--- config.mk ---
export PLATFORM = sky130hd
export DESIGN_NAME = msx_mouse_reader_flat
export DESIGN_NICKNAME = d
export VERILOG_FILES = /design/src/rtl/msx_mouse_reader_if.sv /design/src/rtl/msx_mouse_reader.sv /design/src/flat_wrapper.sv
export SDC_FILE = /design/constraint.sdc
export NUM_CORES = 1
export LEC_CHECK = 0
export CAP_MARGIN = 25
export CORE_UTILIZATION = 51
export DETAILED_ROUTE_END_ITERATION = 6
export HOLD_SLACK_MARGIN = 0.06
export PLACE_DENSITY = 0.7
export SYNTH_ARGS = -nofsm -noshare
export SYNTH_HDL_FRONTEND = slang
export SYNTH_SLANG_ARGS = --single-unit
--- constraint.sdc ---
create_clock -name clk_sys -period 2.3 [get_ports clk_sys]
set_clock_uncertainty 0.2 [all_clocks]
set_input_delay 0.345 -clock clk_sys [delete_from_list [all_inputs] [get_ports clk_sys]]
set_output_delay 0.345 -clock clk_sys [all_outputs]
set_load 0.005 [all_outputs]
--- src/rtl/msx_mouse_reader_if.sv ---
// rtl/msx_mouse_reader_if.sv - host request/report and joystick-port lines of the MSX mouse reader
interface msx_mouse_reader_if;
  logic       start;
  logic       busy;
  logic       strobe;
  logic [5:0] pdata;
  logic [7:0] dx;
  logic [7:0] dy;
  logic [1:0] btn;
  logic       valid;

  modport master (input start, pdata, output busy, strobe, dx, dy, btn, valid);
  modport slave  (output start, pdata, input busy, strobe, dx, dy, btn, valid);
endinterface

--- src/rtl/msx_mouse_reader.sv ---
// rtl/msx_mouse_reader.sv - host-side MSX mouse nibble reader producing signed dx/dy and buttons
module msx_mouse_reader #(
  parameter int SETTLE_CYC = 430,
  parameter int POLL_CYC   = 0
) (
  input  logic               clk_sys,
  input  logic               reset_n,
  msx_mouse_reader_if.master mif
);
  typedef enum logic [1:0] {IDLE, SETTLE, SAMPLE, DONE} state_t;

  localparam logic [15:0] SETTLE_LAST = 16'(SETTLE_CYC - 1);
  localparam logic [31:0] POLL_LAST   = 32'(POLL_CYC - 1);
  localparam bit          POLL_EN     = (POLL_CYC != 0);

  state_t      state_q, state_d;
  logic [5:0]  sync1_q, sync1_d, sync2_q, sync2_d;
  logic [15:0] cnt_q, cnt_d;
  logic [31:0] poll_q, poll_d;
  logic [1:0]  k_q, k_d;
  logic [3:0]  nib_q [4];
  logic [3:0]  nib_d [4];
  logic [1:0]  braw_q, braw_d;
  logic        level_q, level_d;
  logic        strobe_q, strobe_d;
  logic        busy_q, busy_d;
  logic        valid_q, valid_d;
  logic [7:0]  dx_q, dx_d, dy_q, dy_d;
  logic [1:0]  btn_q, btn_d;
  logic        launch;

  // Mouse reports positive = left/up; negate, and clamp -128 which has no positive twin.
  function automatic logic [7:0] to_delta(input logic [7:0] raw);
    return (raw == 8'h80) ? 8'h7F : (~raw + 8'd1);
  endfunction

  always_comb begin
    sync1_d  = mif.pdata;
    sync2_d  = sync1_q;
    state_d  = state_q;
    cnt_d    = cnt_q;
    poll_d   = poll_q;
    k_d      = k_q;
    nib_d    = nib_q;
    braw_d   = braw_q;
    level_d  = level_q;
    busy_d   = busy_q;
    valid_d  = 1'b0;
    dx_d     = dx_q;
    dy_d     = dy_q;
    btn_d    = btn_q;
    launch   = 1'b0;
    // The pin follows the sequencer level one cycle later, so each sample lands SETTLE_CYC after its edge.
    strobe_d = level_q;
    case (state_q)
      IDLE: begin
        busy_d = 1'b0;
        launch = !busy_q && (mif.start || (POLL_EN && (poll_q == POLL_LAST)));
        if (POLL_EN) poll_d = poll_q + 32'd1;
        if (launch) begin
          state_d = SETTLE;
          level_d = ~level_q;
          busy_d  = 1'b1;
          k_d     = 2'd0;
          cnt_d   = 16'd0;
          poll_d  = 32'd0;
        end
      end
      SETTLE: begin
        cnt_d = cnt_q + 16'd1;
        if (cnt_q == SETTLE_LAST) state_d = SAMPLE;
      end
      SAMPLE: begin
        nib_d[k_q] = sync2_q[3:0];
        if (k_q != 2'd3) begin
          k_d     = k_q + 2'd1;
          level_d = ~level_q;
          cnt_d   = 16'd0;
          state_d = SETTLE;
        end else begin
          braw_d  = sync2_q[5:4];
          state_d = DONE;
        end
      end
      DONE: begin
        dx_d    = to_delta({nib_q[0], nib_q[1]});
        dy_d    = to_delta({nib_q[2], nib_q[3]});
        btn_d   = ~braw_q;
        valid_d = 1'b1;
        state_d = IDLE;
      end
      default: state_d = IDLE;
    endcase
  end

  always_ff @(posedge clk_sys) begin
    if (!reset_n) begin
      state_q  <= IDLE;
      sync1_q  <= 6'd0;
      sync2_q  <= 6'd0;
      cnt_q    <= 16'd0;
      poll_q   <= 32'd0;
      k_q      <= 2'd0;
      nib_q    <= '{default: 4'd0};
      braw_q   <= 2'd0;
      level_q  <= 1'b0;
      strobe_q <= 1'b0;
      busy_q   <= 1'b0;
      valid_q  <= 1'b0;
      dx_q     <= 8'd0;
      dy_q     <= 8'd0;
      btn_q    <= 2'd0;
    end else begin
      state_q  <= state_d;
      sync1_q  <= sync1_d;
      sync2_q  <= sync2_d;
      cnt_q    <= cnt_d;
      poll_q   <= poll_d;
      k_q      <= k_d;
      nib_q    <= nib_d;
      braw_q   <= braw_d;
      level_q  <= level_d;
      strobe_q <= strobe_d;
      busy_q   <= busy_d;
      valid_q  <= valid_d;
      dx_q     <= dx_d;
      dy_q     <= dy_d;
      btn_q    <= btn_d;
    end
  end

  assign mif.strobe = strobe_q;
  assign mif.busy   = busy_q;
  assign mif.valid  = valid_q;
  assign mif.dx     = dx_q;
  assign mif.dy     = dy_q;
  assign mif.btn    = btn_q;
endmodule

--- src/flat_wrapper.sv ---
// flat-port wrapper written by rule: the top's interface ports become plain ports
module msx_mouse_reader_flat 
#(
  parameter int SETTLE_CYC = 430,
  parameter int POLL_CYC   = 0
)
  (clk_sys, reset_n, mif_start, mif_pdata, mif_busy, mif_strobe, mif_dx, mif_dy, mif_btn, mif_valid);
  msx_mouse_reader_if mif_i ();
  input  logic clk_sys;
  input  logic reset_n;
  input wire logic [$bits(mif_i.start)-1:0] mif_start;
  input wire logic [$bits(mif_i.pdata)-1:0] mif_pdata;
  output wire logic [$bits(mif_i.busy)-1:0] mif_busy;
  output wire logic [$bits(mif_i.strobe)-1:0] mif_strobe;
  output wire logic [$bits(mif_i.dx)-1:0] mif_dx;
  output wire logic [$bits(mif_i.dy)-1:0] mif_dy;
  output wire logic [$bits(mif_i.btn)-1:0] mif_btn;
  output wire logic [$bits(mif_i.valid)-1:0] mif_valid;
  assign mif_i.start = mif_start;
  assign mif_i.pdata = mif_pdata;
  assign mif_busy = mif_i.busy;
  assign mif_strobe = mif_i.strobe;
  assign mif_dx = mif_i.dx;
  assign mif_dy = mif_i.dy;
  assign mif_btn = mif_i.btn;
  assign mif_valid = mif_i.valid;
  msx_mouse_reader #(.SETTLE_CYC(SETTLE_CYC), .POLL_CYC(POLL_CYC)) u_core (.clk_sys(clk_sys), .reset_n(reset_n), .mif(mif_i));
endmodule
==> results of run 1 <==
==> cell usage after synthesis, types with 2 or more instances <==
cell type / instances / share of area
nor3_1: 7 / 0.012
and4_1: 2 / 0.0058
xnor2_1: 4 / 0.012
a21oi_1: 44 / 0.073
or4_1: 4 / 0.010
a31oi_1: 2 / 0.0042
nor2b_1: 2 / 0.0042
buf_6: 2 / 0.0075
dfxtp_1: 72 / 0.48
ha_1: 8 / 0.033
o31ai_1: 3 / 0.0075
o21ai_0: 21 / 0.035
clkbuf_1: 8 / 0.010
o221a_2: 5 / 0.019
nand3_1: 23 / 0.038
nand2_1: 37 / 0.046
nand2b_1: 5 / 0.010
nor4_1: 2 / 0.0042
or3_1: 9 / 0.019
inv_1: 10 / 0.013
and2_1: 14 / 0.029
buf_2: 6 / 0.010
nor2_1: 18 / 0.022
xor2_1: 6 / 0.017
==> layer usage <==
metal  vias up  GRT usage  part of all wire
met1      1135      0.295              0.50
li1       1274          -                 -
met2        79      0.316              0.43
met3        10     0.0345             0.054
met5         -          0                 0
met4         0      0.111             0.014
==> final timing paths <==
| path | start | end | cells after the start |
|---|---|---|---|
| setup / recovery | u_core.k_q[0] | u_core.cnt_q[13] | 6 |
| hold reg to reg | u_core.sync1_q[0] | u_core.sync2_q[0] | 1 |
| setup reg to reg | u_core.k_q[0] | u_core.cnt_q[13] | 6 |
| hold / removal | u_core.sync1_q[0] | u_core.sync2_q[0] | 1 |
==> cell families (layout without fill, tap and decap cells) <==
group,after synthesis,after routing
AO/OA/AOI/OAI,90,90
XOR/XNOR,10,10
adder cells (fa/ha/maj),8,8
buffers and inverters,27,65
flip-flops,72,72
AND/OR/NAND/NOR,133,133
==> sequential cells by signal, summed over array words and instances, names as in the netlist <==
register	count
u_core.mif.valid	1
u_core.mif.busy	1
u_core.mif.strobe	1
u_core.mif.btn	2
u_core.mif.dx	8
u_core.state_q	2
u_core.cnt_q	16
u_core.k_q	2
u_core.nib_q	16
u_core.level_q	1
u_core.sync2_q	6
u_core.braw_q	2
u_core.mif.dy	8
u_core.sync1_q	6
==> through the flow <==
step / hold slack, ns / instance area [µm²]
global placement: 0.218 / 3380
floorplan: 0.212 / 3000
finish: 0.236 / 3620
global route: 0.252 / 3620
CTS: 0.238 / 3620
detailed placement: 0.221 / 3380
==> critical path, stage by stage, from the launching register on <==
cell and delay (ns):
dfxtp_1 0.34, ha_1 0.33, o21ai_2 0.24, o2111ai_2 0.18, buf_4 0.20, or3_1 0.30
a21oi_1 0.16
==> where the power goes <==
part           internal (mW)  switching (mW)  total [mW]
sequential              1.28          0.0313        1.32
clock                  0.721           0.483        1.20
combinational         0.0940           0.100       0.194
total                   2.10           0.615        2.71
==> layout make-up <==
| cell class | count | area [µm²] | share of cell area |
|---|---|---|---|
| Sequential cell | 72 | 1440 | 0.398 |
| Multi-Input combinational cell | 241 | 1440 | 0.397 |
| Timing Repair Buffer | 38 | 370 | 0.102 |
| Clock buffer | 9 | 124 | 0.0342 |
| Clock inverter | 7 | 120 | 0.0331 |
| Tap cell | 72 | 90.1 | 0.0249 |
| Inverter | 11 | 41.3 | 0.0114 |
==> qor.txt, run 1 <==
n_diodes - 0
Req. time, crit path - 2.38 ns
Clk pin slew, worst setup/hold paths - 0.08 ns
Post-Syn Nets - 357
Core Util, Final - 0.650
sequential element share of the synthesized area - 0.480
total track usage - 0.212
ratio of cells with drive above 1 in the final layout - 0.0979
area grow syn2layout - 20.7%
crit path max fanout - 12
Die ar. - 6200 µm²
CP Capture Type - register
first-pass iteration count of the detailed router - 5
Clock Sinks - 72
I/O pins - 30
Synth Area per Inst - 8.83 µm²
Initial DRC Count - 145
largest family of logic cells by synthesized area - simple AND/OR/NAND/NOR gates
Power Density - 749 nW/µm²
main flop type after synthesis - dfxtp_1
worst hold path type - reg -> reg
VDD IR max - 658 µV
H-tree depth - 3
endpoints failing setup - 0
Root Driver - clkbuf_8
remaining antenna violation count - 0
DR DRC count - 0
Wirelength per Cell - 13.4 µm
HPWL Detailed - 4.20 mm
commonest non-fill, non-tap cell in the layout - dfxtp_1
Die W - 78.7 µm
RSZ-0062 raised after global routing - no
Netlist cell types - 50
net total in the final layout - 390
Synth Area in Compound Gates - 0.185
crit start category - register
clock buffer depth - 2
simple-gate share of the synthesized area - 0.231
number of flops mapped to enable cells by yosys - 0
post-synthesis mux area share - 0
cell area after synthesis - 3000 µm²
Layout fillers - 464
total wire length - 6.03 mm
core area - 5570 µm²
CTS resizes - 0
TritonCTS Buffers - 9
CTS tree - done
Crit Path Category - reg -> reg
static leakage - 1.28 nW
DR vias/cell - 5.55
#FFs+latches synth - 72
Worst Max-Slew Pin Slew - 0.567 ns
first-pass GRT wire length - 10.2 mm
final hold vios - 0
RePlAce Congestion - 0.844
worst slack, placed - 0.0535 ns
run status - completed
setup tns final - 0 ns
Post-Synth Adder-Cell Area - 0.0333
GR Overflow Total - 0
clock latency on the worst-skew pair - 0.35 ns
Overall Power - 2.71 mW
synthesized instance count - 340
Non-Filler Instances - 450
vias in the first global route - 2,204
final critical-path share of the clock period - 0.889
largest net degree at the start of global routing - 27
Post-CTS Repair Setup Buffers - 0
Slew HR - 0.620
num rows - 27
XOR/XNOR share of the synthesized area - 0.0292
Ys Warns - 0
Achievable Freq - 0.489 GHz
# placed instances - 434
initial antenna violation count - 0
Period minus WS final - 2.05 ns
port bufs - 29
Worst R2R Setup Slack - 0.25 ns
worst path arrival time - 2.12 ns
die height - 78.7 µm
Post-CTS Hold Fix Bufs - 0
via count - 2,498
Synth async-reset ratio - 0
max-cap violations - 0
Initial Util - 0.539
commonest non-fill, non-tap cells in the layout - 72 x dfxtp_1, 44 x a21oi_1, 37 x nand2_1
Slew Limit Fails - 0
setup ws final - 0.255 ns
Note: power is estimated with default switching activity, not from simulation.
==> inputs of run 2 (changes only) <==
--- a/config.mk
+++ b/config.mk
@@ -8,8 +8,9 @@
 export CAP_MARGIN = 25
 export CORE_UTILIZATION = 51
 export DETAILED_ROUTE_END_ITERATION = 6
+export DONT_BUFFER_PORTS = 1
 export HOLD_SLACK_MARGIN = 0.06
-export PLACE_DENSITY = 0.7
+export PLACE_DENSITY = 0.63
 export SYNTH_ARGS = -nofsm -noshare
 export SYNTH_HDL_FRONTEND = slang
 export SYNTH_SLANG_ARGS = --single-unit
==> run 2 against run 1 <==
Compared with the run above:
- die area unchanged
- critical path depth decreased by 3
- critical path type is now in -> reg
- total power decreased by 5.8%
- sequential share of layout area increased by 3.2 points
==> qor.txt, run 2 (synthesis gave the netlist of run 1 again) <==
run status - completed
CTS tree - done
Root Driver - clkbuf_8
Crit Path Category - in -> reg
remaining antenna violation count - 0
Initial Util - 0.539
first-pass GRT wire length - 9.90 mm
max-cap violations - 0
first-pass iteration count of the detailed router - 5
Clk pin slew, worst setup/hold paths - 0.08 ns
Die W - 78.7 µm
static leakage - 1.19 nW
area grow syn2layout - 11.6%
crit start category - input pin
Worst Max-Slew Pin Slew - 0.881 ns
final critical-path share of the clock period - 0.926
worst slack, placed - 0.283 ns
Initial DRC Count - 103
H-tree depth - 3
Wirelength per Cell - 13.5 µm
worst hold path type - in -> reg
GR Overflow Total - 0
Worst R2R Setup Slack - 0.27 ns
Slew HR - 0.411
clock latency on the worst-skew pair - 0.34 ns
Largest regs - u_core.cnt_q (16), u_core.nib_q (16)
endpoints failing setup - 0
setup tns final - 0 ns
crit path max fanout - 29
Req. time, crit path - 2.39 ns
net total in the final layout - 366
Slew Limit Fails - 0
DR vias/cell - 5.60
via count - 2,380
I/O pins - 30
initial antenna violation count - 0
commonest non-fill, non-tap cells in the layout - 72 x dfxtp_1, 44 x a21oi_1, 37 x nand2_1
Post-CTS Repair Setup Buffers - 0
RSZ-0062 raised after global routing - no
RePlAce Congestion - 0.777
DR DRC count - 0
Power Density - 763 nW/µm²
HPWL Detailed - 3.89 mm
clock buffer depth - 2
Clock Sinks - 72
total track usage - 0.208
TritonCTS Buffers - 9
total wire length - 5.73 mm
worst path arrival time - 2.22 ns
final hold vios - 0
port bufs - 0
Layout fillers - 488
CP Capture Type - register
largest net degree at the start of global routing - 30
commonest non-fill, non-tap cell in the layout - dfxtp_1
setup ws final - 0.169 ns
die height - 78.7 µm
Die ar. - 6200 µm²
num rows - 27
ratio of cells with drive above 1 in the final layout - 0.0963
VDD IR max - 468 µV
Period minus WS final - 2.13 ns
n_diodes - 0
Achievable Freq - 0.469 GHz
vias in the first global route - 2,191
core area - 5570 µm²
[run 2: power breakdown]
group | leakage, nW | switching [mW] | internal (mW)
logic | 0.495 | 0.0887 | 0.0590
registers | 0.584 | 0.0348 | 1.28
clock network | 0.108 | 0.456 | 0.634
[run 2: repair_timing]
action | CTS | global route
endpoints found under the setup margin | 0 | 0
hold buffers | 7 | 0
hold endpoints to repair | 29 | 0
gates resized for setup | 0 | 0
[run 2: cell type report]
cell class | instances | area [µm²] | area share
multi-input cells | 241 | 1440 | 0.429
inverters | 11 | 41.3 | 0.0123
repair buffers | 14 | 123 | 0.0366
clock buffers | 10 | 138 | 0.0411
flip-flops and latches | 72 | 1440 | 0.430
clock inverters | 5 | 81.3 | 0.0243
well taps | 72 | 90.1 | 0.0269
[run 2: stage by stage]
step | cells | total power, mW | utilization | area (µm²) | hold WS [ns]
after CTS | 425 | 2.59 | 0.601 | 3350 | 0.122
after global routing | 425 | 2.66 | 0.601 | 3350 | 0.148
final | 425 | 2.56 | 0.601 | 3350 | 0.137
after floorplan | 340 | 1.46 | - | 3000 | 0.212
after global placement | 403 | 1.48 | 0.549 | 3060 | 0.216
after detailed placement | 403 | 1.48 | 0.549 | 3060 | 0.217
[run 2: path summary, 6_finish.rpt]
check                           cells past startpoint           endpoint              start
worst max-delay path                                3  u_core.sync1_q[5]            reset_n
worst min-delay path                                3    u_core.cnt_q[4]            reset_n
worst max register to register                      5   u_core.cnt_q[11]      u_core.k_q[1]
worst min register to register                      1  u_core.sync2_q[2]  u_core.sync1_q[2]
[run 2: metal layers]
| layer | share of wire | global-route usage | wire (µm) |
|---|---|---|---|
| met5 | 0 | 0 | 0 |
| met1 | 0.52 | 0.277 | 2950 |
| met3 | 0.047 | 0.0540 | 271 |
| met4 | 0.014 | 0.104 | 83 |
| met2 | 0.42 | 0.312 | 2420 |
[run 2: critical path, cell delays in order]
cell and delay (ns):
dlygate4sd3_1 1.11, and2_1 0.22, dlygate4sd3_1 0.54
==> inputs of run 3 (changes only) <==
--- a/config.mk
+++ b/config.mk
@@ -9,8 +9,9 @@
 export CORE_UTILIZATION = 51
 export DETAILED_ROUTE_END_ITERATION = 6
 export DONT_BUFFER_PORTS = 1
-export HOLD_SLACK_MARGIN = 0.06
+export HOLD_SLACK_MARGIN = 0.03
 export PLACE_DENSITY = 0.63
+export SLEW_MARGIN = 0
 export SYNTH_ARGS = -nofsm -noshare
 export SYNTH_HDL_FRONTEND = slang
 export SYNTH_SLANG_ARGS = --single-unit
==> results of run 3 <==
Same layout as run 2: the final DEF is identical, and so are final timing and power.
